## src/rtl/linear_layer_fifo_pkg.sv

```systemverilog
// ----------------------------------------------------------------------------
// linear_layer_fifo_pkg
// Shared types and elaboration-time helpers for the start-token FIFO that sits
// between the feeder/loader and the PE_i4xi4_pack_2x2 consumer.
//   - DEF_* localparams : default configuration of the start FIFO
//   - ptr_t             : read-pointer type for the default configuration
//   - depth_legal()     : DEPTH must be at least 2
//   - min_addr_width()  : smallest pointer width that can address DEPTH entries
//   - depth_fits()      : DEPTH <= 2**ADDR_WIDTH
// ----------------------------------------------------------------------------
package linear_layer_fifo_pkg;

    localparam int DEF_DATA_WIDTH = 1;
    localparam int DEF_ADDR_WIDTH = 2;
    localparam int DEF_DEPTH      = 4;

    typedef logic [DEF_ADDR_WIDTH-1:0] ptr_t;

    function automatic bit depth_legal(input int depth);
        return depth >= 2;
    endfunction

    function automatic int min_addr_width(input int depth);
        return (depth <= 1) ? 1 : $clog2(depth);
    endfunction

    function automatic bit depth_fits(input int depth, input int addr_width);
        return (addr_width >= min_addr_width(depth)) && (depth <= (1 << addr_width));
    endfunction

endpackage

```

## src/rtl/linear_layer_start_fifo_srl.sv

```systemverilog
// ----------------------------------------------------------------------------
// linear_layer_start_fifo_srl
// Shift-register storage for the start-token FIFO. No reset: contents are only
// meaningful where the controller's occupancy says so.
// Ports:
//   clk  : clock, rising edge
//   we   : shift enable; entry 0 takes din, every other entry takes its neighbour
//   addr : read index (0 = newest entry)
//   din  : data shifted in
//   dout : combinational read of entry addr
// ----------------------------------------------------------------------------
module linear_layer_start_fifo_srl
    import linear_layer_fifo_pkg::*;
#(
    parameter int DATA_WIDTH = DEF_DATA_WIDTH,
    parameter int ADDR_WIDTH = DEF_ADDR_WIDTH,
    parameter int DEPTH      = DEF_DEPTH
) (
    input  logic                  clk,
    input  logic                  we,
    input  logic [ADDR_WIDTH-1:0] addr,
    input  logic [DATA_WIDTH-1:0] din,
    output logic [DATA_WIDTH-1:0] dout
);

    logic [DATA_WIDTH-1:0] mem [DEPTH];

    always_ff @(posedge clk) begin
        if (we) begin
            for (int i = DEPTH - 1; i > 0; i--) begin
                mem[i] <= mem[i-1];
            end
            mem[0] <= din;
        end
    end

    assign dout = mem[addr];

endmodule

```

## src/rtl/linear_layer_start_fifo_ctrl.sv

```systemverilog
// ----------------------------------------------------------------------------
// linear_layer_start_fifo_ctrl
// Start-token FIFO controller: owns the full/empty flags, the occupancy
// counter and the read pointer, and drives the SRL storage.
// Optional feature macro: START_FIFO_OCCUPANCY_EN (adds occupancy outputs).
// Ports:
//   clk, reset        : clock and synchronous active-high reset
//   if_write_ce       : write-side clock enable
//   if_write, if_din  : producer write request and data
//   if_full_n         : registered, 1 = space available
//   if_read_ce        : read-side clock enable
//   if_read           : consumer read request
//   if_dout           : head token, valid while if_empty_n = 1
//   if_empty_n        : registered, 1 = data available
//   if_num_data_valid : (macro only) registered occupancy count
//   if_fifo_cap       : (macro only) constant DEPTH
// Handshake: a write is accepted when if_write_ce & if_write & if_full_n, a
// read when if_read_ce & if_read & if_empty_n, using only the registered flags.
// ----------------------------------------------------------------------------
module linear_layer_start_fifo_ctrl
    import linear_layer_fifo_pkg::*;
#(
    parameter int DATA_WIDTH = DEF_DATA_WIDTH,
    parameter int ADDR_WIDTH = DEF_ADDR_WIDTH,
    parameter int DEPTH      = DEF_DEPTH
) (
    input  logic                  clk,
    input  logic                  reset,
    input  logic                  if_write_ce,
    input  logic                  if_write,
    input  logic [DATA_WIDTH-1:0] if_din,
    output logic                  if_full_n,
    input  logic                  if_read_ce,
    input  logic                  if_read,
    output logic [DATA_WIDTH-1:0] if_dout,
`ifdef START_FIFO_OCCUPANCY_EN
    output logic [ADDR_WIDTH:0]   if_num_data_valid,
    output logic [ADDR_WIDTH:0]   if_fifo_cap,
`endif
    output logic                  if_empty_n
);

    if (!depth_legal(DEPTH)) begin : g_depth_legal_check
        $error("linear_layer_start_fifo_ctrl: DEPTH must be at least 2");
    end
    if (!depth_fits(DEPTH, ADDR_WIDTH)) begin : g_depth_fit_check
        $error("linear_layer_start_fifo_ctrl: DEPTH exceeds 2**ADDR_WIDTH");
    end

    typedef logic [ADDR_WIDTH:0]   cnt_t;
    typedef logic [ADDR_WIDTH-1:0] rptr_t;

    localparam cnt_t  CNT_ONE   = cnt_t'(1);
    localparam cnt_t  CNT_DEPTH = cnt_t'(DEPTH);
    localparam rptr_t PTR_ONE   = rptr_t'(1);

    cnt_t  count;
    rptr_t rd_ptr;
    logic  full_n;
    logic  empty_n;
    logic  push;
    logic  pop;

    assign push = if_write_ce & if_write & full_n;
    assign pop  = if_read_ce  & if_read  & empty_n;

    always_ff @(posedge clk) begin
        if (reset) begin
            count   <= '0;
            rd_ptr  <= '0;
            full_n  <= 1'b1;
            empty_n <= 1'b0;
        end else begin
            unique case ({push, pop})
                2'b10: begin
                    count   <= count + CNT_ONE;
                    // First token lands in entry 0, which is already the head.
                    if (empty_n) rd_ptr <= rd_ptr + PTR_ONE;
                    empty_n <= 1'b1;
                    full_n  <= (count + CNT_ONE) != CNT_DEPTH;
                end
                2'b01: begin
                    count   <= count - CNT_ONE;
                    // Popping the last token leaves the pointer parked at 0.
                    if (count != CNT_ONE) rd_ptr <= rd_ptr - PTR_ONE;
                    full_n  <= 1'b1;
                    empty_n <= count != CNT_ONE;
                end
                // Push+pop: storage shifts under a fixed pointer, so the head
                // advances to the next-oldest token with no bookkeeping change.
                default: ;
            endcase
        end
    end

    assign if_full_n  = full_n;
    assign if_empty_n = empty_n;

`ifdef START_FIFO_OCCUPANCY_EN
    assign if_num_data_valid = count;
    assign if_fifo_cap       = CNT_DEPTH;
`endif

    linear_layer_start_fifo_srl #(
        .DATA_WIDTH (DATA_WIDTH),
        .ADDR_WIDTH (ADDR_WIDTH),
        .DEPTH      (DEPTH)
    ) u_srl (
        .clk  (clk),
        .we   (push),
        .addr (rd_ptr),
        .din  (if_din),
        .dout (if_dout)
    );

endmodule

```

## config.mk

```make
export PLATFORM = sky130hd
export DESIGN_NAME = linear_layer_start_fifo_ctrl
export DESIGN_NICKNAME = d
export VERILOG_FILES = /design/src/rtl/linear_layer_fifo_pkg.sv /design/src/rtl/linear_layer_start_fifo_srl.sv /design/src/rtl/linear_layer_start_fifo_ctrl.sv
export SDC_FILE = /design/constraint.sdc
export NUM_CORES = 1
export LEC_CHECK = 0
export CORE_ASPECT_RATIO = 1.1
export CORE_MARGIN = 8
export CORE_UTILIZATION = 30
export CTS_BUF_LIST = sky130_fd_sc_hd__clkbuf_8
export CTS_CLUSTER_DIAMETER = 40
export DETAILED_ROUTE_END_ITERATION = 6
export GPL_ROUTABILITY_DRIVEN = 0
export PLACE_DENSITY_LB_ADDON = 0.05
export SYNTH_ARGS = -nofsm -noshare
export SYNTH_HDL_FRONTEND = slang
export SYNTH_SLANG_ARGS = --single-unit
export TNS_END_PERCENT = 50
```

## constraint.sdc

```tcl
create_clock -name clk -period 2.5 [get_ports clk]
set_clock_uncertainty 0.15 [all_clocks]
set_input_delay 0.5 -clock clk [delete_from_list [all_inputs] [get_ports clk]]
set_output_delay 0.5 -clock clk [all_outputs]
set_load 0.01 [all_outputs]
```

==> impl_metrics.env, run 1 <==
export IMPL_n_antenna_cell=0
export IMPL_reg2reg_slack_ps=530
export IMPL_slew_headroom=0.815
export IMPL_ys_types=28
export IMPL_p_per_area_nw_per_um2=606
export IMPL_synth_area_top_cells="dfxtp_1 28%, edfxtp_1 18%, ha_1 9.6%, nor2_1 5.2%, inv_1 3.4%"
export IMPL_worst_slew_pin_slew_ps=274
export IMPL_grt_overflow=0
export IMPL_min_to="u_srl.mem[2]$_DFFE_PP_"
export IMPL_yosysSeqAreaShare=0.459
export IMPL_grt_pass1_vias=482
export IMPL_grt_setup_unrepaired="false"
export IMPL_nets=95
export IMPL_status="finished clean"
export IMPL_clk_pin_slew_worst_paths_ps=60
export IMPL_cts_root_buf="clkbuf_8"
export IMPL_dp_cells=106
export IMPL_synth_top_area_cell="dfxtp_1"
export IMPL_ios=10
export IMPL_final_hold_violation_count=0
export IMPL_drt_iter0_markers=22
export IMPL_rows=17
export IMPL_synth_edf_count=4
export IMPL_grtUsageTotal=0.0709
export IMPL_dr_total_vias=501
export IMPL_slew_violations=0
export IMPL_synth_fp_nets=78
export IMPL_syn_area_per_cell_um2=9.91
export IMPL_finalCriticalPeriod_ps=2330
export IMPL_async_flop_share=0
export IMPL_grt_max_degree=12
export IMPL_worstPathArrival_ps=2290
export IMPL_netlist_area_um2=654
export IMPL_routed_wirelength_um=1250
export IMPL_path_class="in2reg"
export IMPL_final_cells=110
export IMPL_final_antenna_net_count=0
export IMPL_place_area_um2=808
export IMPL_start_kind="primary input"
export IMPL_p_leak_nw=0.335
export IMPL_path_cells="clkdlybuf4s50_1 -> nand3_1 -> ha_1 -> and3b_4 -> a211oi_4 -> nor3b_1 -> or4_1"
export IMPL_ys_ff_latch=13
export IMPL_synth_top_area_share=0.275
export IMPL_grt_pass1_wl_um=2130
export IMPL_power_w=0.000518
export IMPL_synth_commonest_cells="9 x dfxtp_1, 9 x nor2_1, 6 x inv_1"
export IMPL_clockBufferDepth=2
export IMPL_post_cts_buffers=0
export IMPL_hold_depth=0
export IMPL_crit_required_ps=2460
export IMPL_cts_resized_gates=0
export IMPL_fmax_ghz=0.429
export IMPL_ir_worst_vdd_v=0.000260
export IMPL_cts_buffers=3
export IMPL_drive_gt1_frac=0.171
export IMPL_slowest_delay_ps=540
export IMPL_design_area_um2=855
export IMPL_viasPerCell=4.55
export IMPL_ys_flop_type="dfxtp_1"
export IMPL_holdCritStartpoint="u_srl.mem[1]$_DFFE_PP_"
export IMPL_finish_utilization=0.419
export IMPL_finalCritPeriodShare=0.933
export IMPL_start_util=0.320
export IMPL_cap_violations=0
export IMPL_numPortBuffers=9
export IMPL_die_y_um=65.0
export IMPL_r2r_start="if_empty_n$_SDFFE_PP0P_"
export IMPL_ys_warn_count=0
export IMPL_clock_latency_ps=240
export IMPL_setup_tns_ps=0
export IMPL_firstDrtPassIters=4
export IMPL_cts_hold_buf=0
export IMPL_tritoncts="built"
export IMPL_die_x_um=60.5
export IMPL_critPathCaptureType="flip-flop"
export IMPL_routedWlPerCell_um=11.3
export IMPL_drc=0
export IMPL_dp_hpwl_um=972
export IMPL_r2r_cells=6
export IMPL_core_um2=2040
export IMPL_h_tree_depth=1
export IMPL_clock_sinks=13
export IMPL_area_delta_synth_final_pct=30.6
export IMPL_antenna_found_initial=0
export IMPL_critPathMaxFanout=4
export IMPL_syn_instance_count=66
export IMPL_hp_class="reg2reg"
export IMPL_dieArea_um2=3930
export IMPL_finalSetupViolCount=0
export IMPL_slowest_stage="or4_1"
-- worst max-delay path: cells and delay by family --
family                     cells  cell delay, ps
and+or+nand+nor                4             900
buffers and inverters          1             450
adders and majority gates      1             230
AOI/OAI and AO/OA              1             210
-- kinds of logic after synthesis --
group                    Yosys count  share of synthesized area
AND/OR/NAND/NOR                   27                      0.226
flip-flops                        13                      0.459
AO/OA/AOI/OAI                     10                      0.111
buffers and inverters              8                     0.0478
adder cells (fa/ha/maj)            5                     0.0956
XOR/XNOR                           2                     0.0268
multiplexers                       1                     0.0344
-- stage by stage --
stage	hold WS, ps	setup slack (ps)
3_3_place_gp	291	-121
5_1_grt	329	34.9
2_1_floorplan	271	305
4_1_cts	310	98.1
3_5_place_dp	295	-153
6_report	302	166
-- layout by cell type, fill, tap and decap left out, types with 2 or more instances in the layout --
cell type,instances
clkdlybuf4s50_1,9
nand3_1,2
nor3b_1,3
buf_4,5
dfxtp_1,9
nor2_1,9
ha_1,5
a21oi_1,3
o21ai_0,3
edfxtp_1,4
nand2_1,4
inv_1,6
clkbuf_8,3
-- power breakdown --
part | switching (W) | total (W) | internal [W]
Combinational | 0.0000372 | 0.0000851 | 0.0000479
Sequential | 0.0000127 | 0.000247 | 0.000235
Clock | 0.0000757 | 0.000186 | 0.000110
-- per-layer routing --
metal  vias to the layer above  routed length, um  track usage
li1                        261                  -            -
met1                       228                645       0.0905
met2                        10                508       0.0989
met3                         2                 77       0.0237
met4                         0                 14       0.0437
met5                         -                  0            0
-- layout make-up --
| class | count | area [um^2] |
|---|---|---|
| Clock buffer | 3 | 41.3 |
| Clock inverter | 1 | 5.00 |
| Fill cell | 230 | 1190 |
| Inverter | 6 | 22.5 |
| Multi-Input combinational cell | 45 | 323 |
| Sequential cell | 13 | 300 |
| Tap cell | 28 | 35.0 |
| Timing Repair Buffer | 14 | 128 |
-- worst max path at each step --
stage	from	slack (ps)	depth (start not counted)	endpoint
after floorplan	if_read	310	7	flip-flop
after global placement	if_write_ce	-120	7	flip-flop
after detailed placement	if_write	-150	7	rd_ptr[1]$_SDFFE_PP0P_
after CTS	if_write_ce	100	7	flip-flop
after global routing	if_write	30	7	flip-flop
final	if_write_ce	170	7	flip-flop
(Power assumes the default switching activity.)
==> inputs of run 2 (changes only) <==
--- a/config.mk
+++ b/config.mk
@@ -6,7 +6,7 @@
 export NUM_CORES = 1
 export LEC_CHECK = 0
 export CORE_ASPECT_RATIO = 1.1
-export CORE_MARGIN = 8
+export CORE_MARGIN = 4
 export CORE_UTILIZATION = 30
 export CTS_BUF_LIST = sky130_fd_sc_hd__clkbuf_8
 export CTS_CLUSTER_DIAMETER = 40
==> run 2 against run 1 <==
- count of clock-buffer cells in the layout stayed put
- power rose by 0.73%
- first-iteration DRC count is 59% lower
- combinational power is essentially flat
- non-clock buffer count unchanged
- largest power group unchanged
- clock power increased by 2%
==> impl_metrics.env, run 2 (synthesis gave the netlist of run 1 again) <==
export IMPL_final_antenna_net_count=0
export IMPL_grtUsageTotal=0.0978
export IMPL_dieArea_um2=2990
export IMPL_final_hold_violation_count=0
export IMPL_critPathMaxFanout=4
export IMPL_worst_slack_ps=148
export IMPL_p_int_w=0.000393
export IMPL_mostFrequentLayoutCells="9 x nor2_1, 9 x dfxtp_1, 9 x clkdlybuf4s50_1"
export IMPL_p_seq_frac=0.474
export IMPL_finalCriticalPeriod_ps=2350
export IMPL_drt_iter0_markers=9
export IMPL_setup_tns_ps=0
export IMPL_place_area_um2=808
export IMPL_rows=17
export IMPL_grt_max_degree=12
export IMPL_die_y_um=57.0
export IMPL_area_delta_synth_final_pct=30.6
export IMPL_clk_pin_slew_worst_paths_ps=60
export IMPL_path_class="in2reg"
export IMPL_cts_buffers=3
export IMPL_grt_setup_unrepaired="false"
export IMPL_antenna_found_initial=0
export IMPL_critPathCaptureType="flip-flop"
export IMPL_grt_pass1_wl_um=2190
export IMPL_whs_ps=299
export IMPL_core_um2=2040
export IMPL_routed_wirelength_um=1210
export IMPL_p_clk_frac=0.363
export IMPL_p_per_area_nw_per_um2=610
export IMPL_design_area_um2=855
export IMPL_drive_gt1_frac=0.171
export IMPL_drc=0
export IMPL_n_antenna_cell=0
export IMPL_cts_hold_buf=0
export IMPL_start_util=0.320
export IMPL_start_kind="primary input"
export IMPL_worstPathArrival_ps=2310
export IMPL_numPortBuffers=9
export IMPL_clock_latency_ps=240
export IMPL_clockBufferDepth=2
export IMPL_die_x_um=52.5
export IMPL_switching_share=0.247
export IMPL_nets=95
export IMPL_firstDrtPassIters=4
export IMPL_worst_slew_pin_slew_ps=273
export IMPL_cap_violations=0
export IMPL_slew_violations=0
export IMPL_status="finished clean"
export IMPL_h_tree_depth=1
export IMPL_dp_hpwl_um=902
export IMPL_clock_sinks=13
export IMPL_slew_headroom=0.816
export IMPL_finalSetupViolCount=0
export IMPL_post_cts_buffers=0
export IMPL_p_leak_nw=0.335
export IMPL_crit_required_ps=2460
export IMPL_viasPerCell=4.58
export IMPL_fmax_ghz=0.425
export IMPL_tritoncts="built"
export IMPL_hp_class="reg2reg"
export IMPL_routedWlPerCell_um=11.0
export IMPL_grt_overflow=0
export IMPL_dr_total_vias=504
export IMPL_power_switching_w=0.000129
export IMPL_cts_root_buf="clkbuf_8"
export IMPL_dpl_worst_slack_ps=-160
export IMPL_finalCritPeriodShare=0.941
export IMPL_ir_worst_vdd_v=0.000232
export IMPL_cts_resized_gates=0
export IMPL_grt_pass1_vias=523
export IMPL_combinationalPowerShare=0.163
export IMPL_ios=10
==> run 2: cell counts in the layout (fill, tap and decap cells not counted) <==
Identical to the previous run, type by type.
==> run 2: area by class of cell <==
cell class	count	area, um^2
Fill cell	211	1190
Multi-Input combinational cell	45	323
Sequential cell	13	300
Timing Repair Buffer	14	128
Clock buffer	3	41.3
Tap cell	28	35.0
Inverter	6	22.5
Clock inverter	1	5.00
==> run 2: critical path: stages <==
cell and delay, ps:
clkdlybuf4s50_1 460, nand3_1 100, ha_1 360, a211oi_4 280, nor3b_1 80, or4_1 530
==> run 2: power by group through the flow <==
stage	logic, W	registers [W]	clock network, W
finish	0.0000849	0.000247	0.000190
global route	0.0000957	0.000250	0.000205
CTS	0.0000852	0.000247	0.000199
detailed placement	0.0000845	0.000251	0
global placement	0.0000856	0.000252	0
floorplan	0.0000536	0.000249	0
==> run 2: path summary, 6_finish.rpt <==
path                            slack [ps]  cells after the start              startpoint                endpoint
worst min register to register         300                      0  u_srl.mem[0]$_DFFE_PP_  u_srl.mem[1]$_DFFE_PP_
worst min-delay path                   300                      0  u_srl.mem[0]$_DFFE_PP_  u_srl.mem[1]$_DFFE_PP_
worst max register to register         510                      5  if_full_n$_SDFFE_PP1P_  rd_ptr[1]$_SDFFE_PP0P_
worst max-delay path                   150                      6                if_write  rd_ptr[1]$_SDFFE_PP0P_
==> run 2: through the flow <==
step                       util  cells  power (W)
after floorplan               -     66   0.000303
after detailed placement  0.396    106   0.000336
final                     0.419    110   0.000522
after CTS                 0.419    110   0.000531
after global routing      0.419    110   0.000550
after global placement    0.396    106   0.000338
==> run 2: metal layers <==
| layer | vias up | GRT usage | routed length [um] |
|---|---|---|---|
| met2 | 12 | 0.138 | 535 |
| met5 | - | 0 | 0 |
| met4 | 0 | 0.0766 | 39 |
| li1 | 264 | - | - |
| met3 | 6 | 0.0183 | 54 |
| met1 | 222 | 0.128 | 582 |
==> inputs of run 3 (changes only) <==
--- a/config.mk
+++ b/config.mk
@@ -12,6 +12,7 @@
 export CTS_CLUSTER_DIAMETER = 40
 export DETAILED_ROUTE_END_ITERATION = 6
 export GPL_ROUTABILITY_DRIVEN = 0
+export GPL_TIMING_DRIVEN = 0
 export PLACE_DENSITY_LB_ADDON = 0.05
 export SYNTH_ARGS = -nofsm -noshare
 export SYNTH_HDL_FRONTEND = slang
==> run 3 against run 2 <==
- first-iteration DRC count increased by 56%
- critical path type unchanged
- largest power group unchanged
- highest routed layer unchanged
- global-route usage down 0.52 points
- register-to-register slack worse by 80 ps
==> impl_metrics.env, run 3 (synthesis gave the netlist of run 1 again) <==
export IMPL_worst_slack_ps=70.2
export IMPL_worstPathArrival_ps=2390
export IMPL_fmax_ghz=0.412
export IMPL_finalCriticalPeriod_ps=2430
export IMPL_die_y_um=57.0
export IMPL_p_int_w=0.000388
export IMPL_final_antenna_net_count=0
export IMPL_cap_violations=0
export IMPL_firstDrtPassIters=4
export IMPL_grtUsageTotal=0.0926
export IMPL_whs_ps=301
export IMPL_area_delta_synth_final_pct=27.2
export IMPL_cts_root_buf="clkbuf_8"
export IMPL_combinationalPowerShare=0.159
export IMPL_start_kind="primary input"
export IMPL_grt_pass1_wl_um=2040
export IMPL_n_antenna_cell=0
export IMPL_status="finished clean"
export IMPL_routed_wirelength_um=1190
export IMPL_slew_violations=0
export IMPL_nets=92
export IMPL_hp_class="reg2reg"
export IMPL_multi_input_area_um2=330
export IMPL_clock_sinks=13
export IMPL_p_per_area_nw_per_um2=618
export IMPL_clock_latency_ps=240
export IMPL_grt_overflow=0
export IMPL_h_tree_depth=1
export IMPL_drive_gt1_frac=0.139
export IMPL_switching_share=0.246
export IMPL_routedWlPerCell_um=11.1
export IMPL_clk_pin_slew_worst_paths_ps=60
export IMPL_dp_cells=103
export IMPL_clockBufferDepth=2
export IMPL_area_sequential_um2=300
export IMPL_core_um2=2040
export IMPL_dieArea_um2=2990
export IMPL_ir_worst_vdd_v=0.000289
export IMPL_dp_hpwl_um=878
export IMPL_final_hold_violation_count=0
export IMPL_start_util=0.320
export IMPL_drc=0
export IMPL_grt_pass1_vias=477
export IMPL_rows=17
export IMPL_cts_hold_buf=0
export IMPL_p_leak_nw=0.317
export IMPL_cts_buffers=3
export IMPL_post_cts_buffers=0
export IMPL_final_cells=107
export IMPL_ios=10
export IMPL_tritoncts="built"
export IMPL_mostFrequentLayoutCells="9 x nor2_1, 9 x dfxtp_1, 9 x clkdlybuf4s50_1"
export IMPL_grt_setup_unrepaired="false"
export IMPL_hold_depth=0
export IMPL_dr_total_vias=481
export IMPL_worst_slew_pin_slew_ps=397
export IMPL_critPathMaxFanout=4
export IMPL_fillers=221
export IMPL_critPathCaptureType="flip-flop"
export IMPL_dpl_worst_slack_ps=-274
export IMPL_drt_iter0_markers=14
export IMPL_antenna_found_initial=0
export IMPL_setup_tns_ps=0
export IMPL_r2r_cells=7
export IMPL_grt_max_degree=11
export IMPL_finalCritPeriodShare=0.972
export IMPL_p_clk_frac=0.362
export IMPL_path_class="in2reg"
export IMPL_numPortBuffers=9
export IMPL_finalSetupViolCount=0
export IMPL_crit_required_ps=2460
export IMPL_p_seq_frac=0.480
export IMPL_die_x_um=52.5
export IMPL_viasPerCell=4.50
export IMPL_power_switching_w=0.000127
export IMPL_slew_headroom=0.735
==> run 3: final timing paths <==
check / startpoint / slack [ps] / to
worst max-delay path: if_write_ce / 70 / flip-flop
worst min-delay path: u_srl.mem[2]$_DFFE_PP_ / 300 / u_srl.mem[3]$_DFFE_PP_
worst max register to register: if_empty_n$_SDFFE_PP0P_ / 430 / flip-flop
worst min register to register: u_srl.mem[2]$_DFFE_PP_ / 300 / u_srl.mem[3]$_DFFE_PP_
==> run 3: timing repair <==
action	in CTS	in global routing
setup endpoints to repair	2	2
gates resized for setup	1	1
pin swaps	0	0
==> run 3: worst max-delay path: stages <==
cell	delay [ps]
clkdlybuf4s50_1	450
nand3_1	110
ha_2	240
and3b_4	200
a211oi_4	260
nor3b_1	70
or4_1	550
==> run 3: layout make-up <==
cell class	instances	area share
Multi-Input combinational cell	45	0.397
Sequential cell	13	0.361
Timing Repair Buffer	9	0.108
Clock buffer	3	0.0496
Tap cell	28	0.0421
Inverter	6	0.0271
Buffer	2	0.0105
Clock inverter	1	0.00451
==> run 3: per-stage QoR <==
step | total power [W] | utilization | cell area [um^2]
after floorplan | 0.000303 | - | 654
after global placement | 0.000333 | 0.382 | 779
after detailed placement | 0.000333 | 0.382 | 779
after CTS | 0.000523 | 0.406 | 830
after global routing | 0.000547 | 0.407 | 832
final | 0.000514 | 0.407 | 832
==> run 3: power by group through the flow <==
stage	Clock, W	Combinational (W)	Sequential (W)
6_report	0.000186	0.0000816	0.000247
5_1_grt	0.000206	0.0000911	0.000250
4_1_cts	0.000194	0.0000817	0.000247
3_5_place_dp	0	0.0000809	0.000252
3_3_place_gp	0	0.0000806	0.000252
2_1_floorplan	0	0.0000536	0.000249
==> run 3: routing by layer <==
layer / vias up / GRT usage / part of all wire
met5: - / 0 / 0
met4: 0 / 0.0438 / 0.013
met3: 3 / 0.0392 / 0.060
met2: 11 / 0.137 / 0.41
met1: 213 / 0.115 / 0.51
li1: 254 / - / -
